`src/rtl/sram_rr_port_ctrl.sv`:
```
// -----------------------------------------------------------------------------
// sram_rr_port_ctrl
//
// Shares one single-port RW OpenRAM macro between two requesters. A
// round-robin arbiter grants at most one request per cycle. The granted
// command is registered straight onto the macro pins. Reads come back on a
// fixed two-cycle path to the requester that issued them.
//
// After reset the controller can walk every word to zero (INIT_CLEAR=1).
// Requests are refused until that walk completes.
//
// Optional feature macro: SRAM_CTRL_STATS_EN
//   defined   -> rd_count / wr_count count accepted RUN reads / writes and
//                saturate at 16'hFFFF
//   undefined -> rd_count / wr_count are tied to zero
//
// Ports:
//   clk0                     clock (shared with the macro)
//   rst_n                    asynchronous active-low reset
//   rN_valid/ready           request handshake, N = 0,1 (ready combinational)
//   rN_we/addr/wdata         request command
//   rN_rvalid/rdata          read response, one-cycle pulse, data holds
//   sram_csb0/web0/addr0/din0  registered macro command (active-low selects)
//   sram_dout0               macro read data
//   init_done                clear walk finished (or skipped)
//   rd_count/wr_count        access statistics (optional feature)
// -----------------------------------------------------------------------------
module sram_rr_port_ctrl #(
    parameter int DATA_WIDTH = 32,
    parameter int ADDR_WIDTH = 7,
    parameter int RAM_DEPTH  = 1 << ADDR_WIDTH,
    parameter bit INIT_CLEAR = 1'b1
) (
    input  logic                  clk0,
    input  logic                  rst_n,

    input  logic                  r0_valid,
    output logic                  r0_ready,
    input  logic                  r0_we,
    input  logic [ADDR_WIDTH-1:0] r0_addr,
    input  logic [DATA_WIDTH-1:0] r0_wdata,
    output logic                  r0_rvalid,
    output logic [DATA_WIDTH-1:0] r0_rdata,

    input  logic                  r1_valid,
    output logic                  r1_ready,
    input  logic                  r1_we,
    input  logic [ADDR_WIDTH-1:0] r1_addr,
    input  logic [DATA_WIDTH-1:0] r1_wdata,
    output logic                  r1_rvalid,
    output logic [DATA_WIDTH-1:0] r1_rdata,

    output logic                  sram_csb0,
    output logic                  sram_web0,
    output logic [ADDR_WIDTH-1:0] sram_addr0,
    output logic [DATA_WIDTH-1:0] sram_din0,
    input  logic [DATA_WIDTH-1:0] sram_dout0,

    output logic                  init_done,
    output logic [15:0]           rd_count,
    output logic [15:0]           wr_count
);

    localparam logic [ADDR_WIDTH-1:0] LAST_ADDR = ADDR_WIDTH'(RAM_DEPTH - 1);

    typedef enum logic {CLEAR, RUN} state_t;

    state_t                  state;
    logic [ADDR_WIDTH-1:0]   clr_addr;
    logic                    rr_ptr;     // 0: r0 wins a tie, 1: r1 wins a tie

    logic                    run;
    logic                    grant0;
    logic                    grant1;
    logic                    xfer;
    logic                    xfer_we;
    logic [ADDR_WIDTH-1:0]   xfer_addr;
    logic [DATA_WIDTH-1:0]   xfer_wdata;

    logic                    rd_vld_p1;
    logic                    rd_id_p1;
    logic                    rd_vld_p2;
    logic                    rd_id_p2;

    // Arbitration: a lone requester always wins; a tie goes to rr_ptr.
    always_comb begin
        run        = (state == RUN);
        grant0     = run & r0_valid & (~r1_valid | ~rr_ptr);
        grant1     = run & r1_valid & (~r0_valid |  rr_ptr);
        xfer       = grant0 | grant1;
        xfer_we    = grant1 ? r1_we    : r0_we;
        xfer_addr  = grant1 ? r1_addr  : r0_addr;
        xfer_wdata = grant1 ? r1_wdata : r0_wdata;
    end

    assign r0_ready = grant0;
    assign r1_ready = grant1;

    // Issue stage: clear walk or accepted command onto the macro pins.
    always_ff @(posedge clk0 or negedge rst_n) begin
        if (!rst_n) begin
            state      <= INIT_CLEAR ? CLEAR : RUN;
            clr_addr   <= '0;
            rr_ptr     <= 1'b0;
            init_done  <= 1'b0;
            sram_csb0  <= 1'b1;
            sram_web0  <= 1'b1;
            sram_addr0 <= '0;
            sram_din0  <= '0;
        end else begin
            case (state)
                CLEAR: begin
                    sram_csb0  <= 1'b0;
                    sram_web0  <= 1'b0;
                    sram_addr0 <= clr_addr;
                    sram_din0  <= '0;
                    clr_addr   <= clr_addr + 1'b1;
                    if (clr_addr == LAST_ADDR) begin
                        state <= RUN;
                    end
                end
                default: begin
                    init_done <= 1'b1;
                    if (xfer) begin
                        sram_csb0  <= 1'b0;
                        sram_web0  <= ~xfer_we;
                        sram_addr0 <= xfer_addr;
                        sram_din0  <= xfer_wdata;
                        // Point at the requester that did not just win.
                        rr_ptr     <= grant0;
                    end else begin
                        sram_csb0  <= 1'b1;
                        sram_web0  <= 1'b1;
                    end
                end
            endcase
        end
    end

    // Read return: p1 = macro samples command, p2 = dout valid, then capture.
    always_ff @(posedge clk0 or negedge rst_n) begin
        if (!rst_n) begin
            rd_vld_p1 <= 1'b0;
            rd_id_p1  <= 1'b0;
            rd_vld_p2 <= 1'b0;
            rd_id_p2  <= 1'b0;
            r0_rvalid <= 1'b0;
            r1_rvalid <= 1'b0;
            r0_rdata  <= '0;
            r1_rdata  <= '0;
        end else begin
            rd_vld_p1 <= xfer & ~xfer_we;
            rd_id_p1  <= grant1;
            rd_vld_p2 <= rd_vld_p1;
            rd_id_p2  <= rd_id_p1;
            r0_rvalid <= rd_vld_p2 & ~rd_id_p2;
            r1_rvalid <= rd_vld_p2 &  rd_id_p2;
            if (rd_vld_p2 && !rd_id_p2) begin
                r0_rdata <= sram_dout0;
            end
            if (rd_vld_p2 && rd_id_p2) begin
                r1_rdata <= sram_dout0;
            end
        end
    end

`ifdef SRAM_CTRL_STATS_EN
    always_ff @(posedge clk0 or negedge rst_n) begin
        if (!rst_n) begin
            rd_count <= '0;
            wr_count <= '0;
        end else begin
            if (xfer && !xfer_we && rd_count != 16'hFFFF) begin
                rd_count <= rd_count + 16'd1;
            end
            if (xfer && xfer_we && wr_count != 16'hFFFF) begin
                wr_count <= wr_count + 16'd1;
            end
        end
    end
`else
    assign rd_count = '0;
    assign wr_count = '0;
`endif

endmodule

```
`config.mk`:
```
export PLATFORM = sky130hd
export DESIGN_NAME = sram_rr_port_ctrl
export DESIGN_NICKNAME = d
export VERILOG_FILES = /design/src/rtl/sram_rr_port_ctrl.sv
export SDC_FILE = /design/constraint.sdc
export NUM_CORES = 1
export LEC_CHECK = 0
export CAP_MARGIN = 20
export CORE_UTILIZATION = 30
export DETAILED_ROUTE_END_ITERATION = 10
export SYNTH_ARGS = -nofsm -noshare
export SYNTH_HDL_FRONTEND = slang
export SYNTH_SLANG_ARGS = --single-unit
```
`constraint.sdc`:
```
create_clock -name clk0 -period 3.11 [get_ports clk0]
set_input_delay 0.622 -clock clk0 [delete_from_list [all_inputs] [get_ports clk0]]
set_output_delay 0.622 -clock clk0 [all_outputs]
set_load 0.05 [all_outputs]
```
==> reports/metrics.cfg <==
[setup_path]
r2r-end=sram_din0[15]
crit-reg2reg-launch=run
crit_path_start_kind=input port
crit_type=input port to output port
rr_worst_depth=3
crit_path_max_fanout=12
worstPathRequired_ns=2.49
crit_end=r1_ready
worstSetupStartpoint=r1_valid
rrSetupSlack_ns=1.25
cp.arrival_ns=1.90
crit_path_end_kind=output port

[routing]
wl_met2_um=7340
wl_met3_um=1050
drt_wl_total_um=14800
drc=0
drt_first_pass_iters=5
antenna_left=0
first_iter_violations=221
vias_per_cell=4.79
avgRoutedWirePerCell_um=16.9
top_layer_used=met4
vias=4187
met1_length_um=6220

[layout]
seqCellArea_mm2=0.00303
fin_nets=754
nFillCells=1561
multi_input_comb_area_mm2=0.00198
final_layout_size_suffix_gt1_frac=0.186
layout_commonest_cell=clkdlybuf4s50_1
areaGrowthSynthToFinish_pct=55.7
n_antenna_cell=0
layout_common_cells=clkdlybuf4s50_1, dfrtp_1, mux2_2

[sta]
hold_violations=0
fmax_mhz=397
slew_headroom=0.320
worstMarginPinSlew_ns=1.02
period_minus_slack_ns=2.52
rsz0062_at_grt=false
setup_viol=0
drv_slew=0
clock_skew_ns=0.00373
layout_setup_ws_ns=0.591
setup_tns_ns=0
finalCritPeriodShare=0.810

[hold_path]
hold_path_class=input port to asynchronous set/reset pin

[logic_synthesis]
synth_ff_type=dfrtp_1
synth_area_per_cell_um2=12.7
syn_area_mm2=0.00531
synth_xor_area_frac=0.00990
synth.mux.area_fraction=0.138
synth-seq-cells=121
ys_types=37
synth_fa_ha_area_frac=0.00236
yosysWarnings=0
synth_top_family_by_area=multiplexers
yosys.area_share.simple=0.0613
synth-edff-count=0
yosysSeqAreaShare=0.571
synth_cells=418
synth-async-reset-ratio=1.00
synth_compound_gate_area_share=0.136

[floorplanning]
rows=48
fp.dieH_um=135
ioPinCount=258
die_area_mm2=0.0182
dieWidth_um=135
core_area_mm2=0.0173
initial_utilization=0.307

[cts]
post_cts_buffers=0
numCtsBuffers=17
ctsHoldBuffers=0
cts_sinks=121
cts_root_buffer=clkbuf_16
clk_latency_ns=0.40
clkTransAtPathRegs_ns=0.05
clock_path_buffers=2
cts-htree-levels=4
cts_resized=0
cts_tree=built

[placement]
place_hpwl_um=10500
gp_congestion=0.759
post-place-ws_ns=0.603
port_buffers=225

[global_route]
grt_max_degree=42
grt_pass1_wl_um=23100
groute.usage.overall=0.167
grt_overflow_total=0
antenna_found_initial=0
grt_pass1_vias=4261

[power]
sw_frac_of_total=0.241
power.leakage_nw=3.53
p_total_mw=4.07
power_frac_seq=0.395
power_frac_comb=0.109
clkPwrFrac=0.497
power_density_mw_per_mm2=492
internal_power_mw=3.09
vdd_ir_drop_max_v=0.000355
power_switching_uw=982

[outcome]
status=finished, final reports clean

[run]
maxCapViolations=0

synthesized netlist by cell type, drive strengths merged, types with 2 or more instances:
| cell type | n | share of area |
|---|---|---|
| o211ai | 5 | 0.0071 |
| mux2 | 65 | 0.14 |
| xnor2 | 5 | 0.0082 |
| and2 | 2 | 0.0028 |
| dfrtp | 119 | 0.56 |
| a21o | 2 | 0.0028 |
| a211oi | 35 | 0.049 |
| a2bb2oi | 4 | 0.0066 |
| buf | 46 | 0.065 |
| nand2 | 45 | 0.032 |
| or2 | 2 | 0.0024 |
| clkbuf | 21 | 0.015 |
| nand3 | 12 | 0.011 |
| dfstp | 2 | 0.0099 |
| nor2 | 2 | 0.0014 |
| and3 | 2 | 0.0024 |
| nor2b | 2 | 0.0024 |
| a221o | 32 | 0.060 |
| a211o | 2 | 0.0033 |
area by class of cell:
cell class / count / share of cell area
sequential: 121 / 0.367
tap: 225 / 0.0341
clock inverter: 13 / 0.0204
timing repair buffer: 236 / 0.283
inverter: 2 / 0.000908
multi-input combinational: 259 / 0.240
clock buffer: 19 / 0.0548
state kept, by name, indices dropped and copies added, names as in the netlist, 7 cells and up:
| signal | flops |
|---|---|
| sram_addr0 | 7 |
| r1_rdata | 32 |
| clr_addr | 7 |
| r0_rdata | 32 |
| sram_din0 | 32 |
worst max-delay path, cell delays in order:
cell and delay (ns):
clkdlybuf4s50_1 0.63, and2_1 0.21, and2_4 0.26, buf_12 0.16
power by group through the flow:
stage                     clock network, mW  logic, mW  registers [mW]
after global placement                    0      0.441            1.63
final                                  2.02      0.442            1.61
after global routing                   2.15      0.467            1.61
after floorplan                           0      0.152            1.71
after CTS                              2.08      0.446            1.61
after detailed placement                  0      0.445            1.63
metrics by stage:
stage           util  area (um^2)  std cells  hold slack [ns]
6_report       0.478         8260        875            0.183
4_1_cts        0.478         8260        875            0.190
2_1_floorplan      -         5430        449            0.326
5_1_grt        0.478         8260        875            0.212
3_3_place_gp   0.442         7640        843            0.333
3_5_place_dp   0.442         7640        843            0.341
layer usage:
metal  up-vias  global-route usage
li1       1907                   -
met1      2066               0.203
met2       198               0.278
met3        16              0.0514
met4         0              0.0574
met5         -                   0
cell families after synthesis:
group,Yosys count
flops,121
compound gates,84
simple gates,71
buf+inv,69
mux,65
xor+xnor,6
fa+ha+maj,1
other cells,1
worst min path at each step:
stage | endpoint | slack, ns
after floorplan | clr_addr[0] | 0.33
after global placement | rd_id_p2 | 0.33
after detailed placement | rd_id_p2 | 0.34
after CTS | r0_rdata[21] | 0.19
after global routing | r1_rdata[16] | 0.21
final | r0_rdata[21] | 0.18
No activity file was read; power rests on OpenSTA's default activity.
==> patch (same flow settings) <==
The option `SRAM_CTRL_STATS_EN` is turned on by a define.
--- a/src/rtl/sram_rr_port_ctrl.sv
+++ b/src/rtl/sram_rr_port_ctrl.sv
@@ -26,4 +26,6 @@
 //   rd_count/wr_count        access statistics (optional feature)
 // -----------------------------------------------------------------------------
+`define SRAM_CTRL_STATS_EN
+
 module sram_rr_port_ctrl #(
     parameter int DATA_WIDTH = 32,
Check against the original RTL: same outputs for any inputs over 10 cycles, from zero or initial values and one cycle with rst_n low; that may be too few to reach the edited logic, so the function may still have changed.
==> patch against the original RTL <==
  * Global-route usage is 0.65 points lower
  * Sequential cell count is 32 higher
  * Largest power group unchanged
  * Area after synthesis grew 23%
  * Setup slack improved by 0.0024 ns
  * Cell area increased by 22%
  * Worst hold slack better by 0.049 ns
  * Combinational power shrank 18%
  * Wire length rose by 16%
  * Power increased by 10%
  * Largest cell class unchanged
  * Highest routed layer unchanged
  * Sequential share of layout area increased by 1.3 points
==> patch: results (changes against the original RTL) <==
| Metric | Value |
|---|---|
| VDD IR max | `290 uV (-18%)` |
| Nets | `892 (+18%)` |
| Vias | `4,952 (+18%)` |
| Crit Path Max Fanout | `5 (-7)` |
| Synth cell types | `51 (+38%)` |
| Placed inst area | `0.00948 mm2 (+24%)` |
| DPL Wire Length | `12.8 mm (+22%)` |
| Register area share after synthesis | `58.6% (+1.5 points)` |
| Total track usage | `16.0% (-0.65 points)` |
| LEAKAGE | `0.00458 uW (+30%)` |
| Final wirelength | `17.2 mm (+16%)` |
| Layout cells sized above 1 | `16.7% (-1.9 points)` |
| Arrival @ worst endpoint | `1.89 ns` |
| RD Place Congestion | `0.782 (+3.1%)` |
| DR pass1 iterations | `4 (-1)` |
| Largest net degree at the start of global routing | `79 (+88%)` |
| Clock skew | `0.0115 ns (+0.00775 ns)` |
| Synth cell count leaders | `151 x dfrtp_1, 67 x mux2_2, 46 x nand3_1` |
| WL met3 | `1.68 mm (+60%)` |
| Rel. slew slack | `34.5% (+2.5 points)` |
| Post-synthesis compound-gate area fraction | `5.16% (-8.4 points)` |
| Fraction of synthesized area in multiplexers | `18.1% (+4.3 points)` |
| Largest cells by area after synthesis | `dfrtp_1 58%, mux2_2 12%, mux2i_1 6.1%` |
| Max Used Layer | `met4` |
| Switching share of power | `25.3% (+1.1 points)` |
| Vias in the first global route | `5,249 (+23%)` |
| Clk slew on worst S/H paths | `0.07 ns (+0.02 ns)` |
| Worst r2r path cells | `6 (+3)` |
| End of the worst register-to-register path | `wr_count[5]` |
| Synth Area in Adders | `0.574% (+0.34 points)` |
| Post-Synth XOR/XNOR Area | `4.15% (+3.2 points)` |
| Status | `completed` |
| Clock Latency Late Sink | `0.42 ns (+0.02 ns)` |
| PortBufs | `257 (+14%)` |
-- patch: power groups by stage --
stage          logic (uW)  registers [uW]  clock network (uW)
2_1_floorplan        37.8            2130                   0
3_3_place_gp          364            2060                   0
3_5_place_dp          370            2060                   0
4_1_cts               371            2020                2170
5_1_grt               391            2020                2260
6_report              363            2020                2110
-- patch: area by class of cell --
| cell class | instances | area, um2 |
|---|---|---|
| clock inverters | 15 | 174 |
| multi-input cells | 326 | 2580 |
| well taps | 275 | 344 |
| repair buffers | 264 | 2680 |
| inverters | 11 | 41.3 |
| clock buffers | 17 | 425 |
| fillers | 1910 | 11100 |
| flip-flops and latches | 153 | 3830 |
-- patch: worst max-delay path by stage --
stage | start | to | slack (ns) | cells past startpoint
2_1_floorplan | r0_valid | r1_ready | 0.92 | 5
3_3_place_gp | r1_valid | wr_count[15] | 0.58 | 6
3_5_place_dp | r1_valid | wr_count[15] | 0.54 | 6
4_1_cts | r1_valid | r0_ready | 0.58 | 5
5_1_grt | r1_valid | r0_ready | 0.50 | 5
6_report | r1_valid | r0_ready | 0.59 | 5
-- patch: kinds of logic (layout without fill, tap and decap cells) --
logic type,after synthesis,in the layout
AND/OR/NAND/NOR,125,125
multiplexers,109,109
buffers and inverters,36,307
XOR/XNOR,31,31
AO/OA/AOI/OAI,58,58
flip-flops,153,153
adder cells (fa/ha/maj),3,3
-- patch: layer usage --
metal,GRT usage [%],up-vias
li1,-,2345
met1,19.2,2366
met2,26.3,230
met3,6.01,11
met4,5.35,0
met5,0,-
-- patch: stage by stage --
step           setup WS [ns]  util, %  hold slack (ns)  cells
6_report               0.594     47.5            0.232   1061
5_1_grt                0.503     47.5            0.273   1061
4_1_cts                0.583     47.5            0.246   1061
3_5_place_dp           0.543     44.7            0.348   1029
3_3_place_gp           0.581     44.7            0.332   1029
2_1_floorplan          0.918        -            0.326    515
-- patch: critical path: stages --
cell,delay [ns]
clkdlybuf4s50_1,0.59
a21boi_2,0.32
nand2_1,0.11
inv_1,0.12
buf_12,0.14
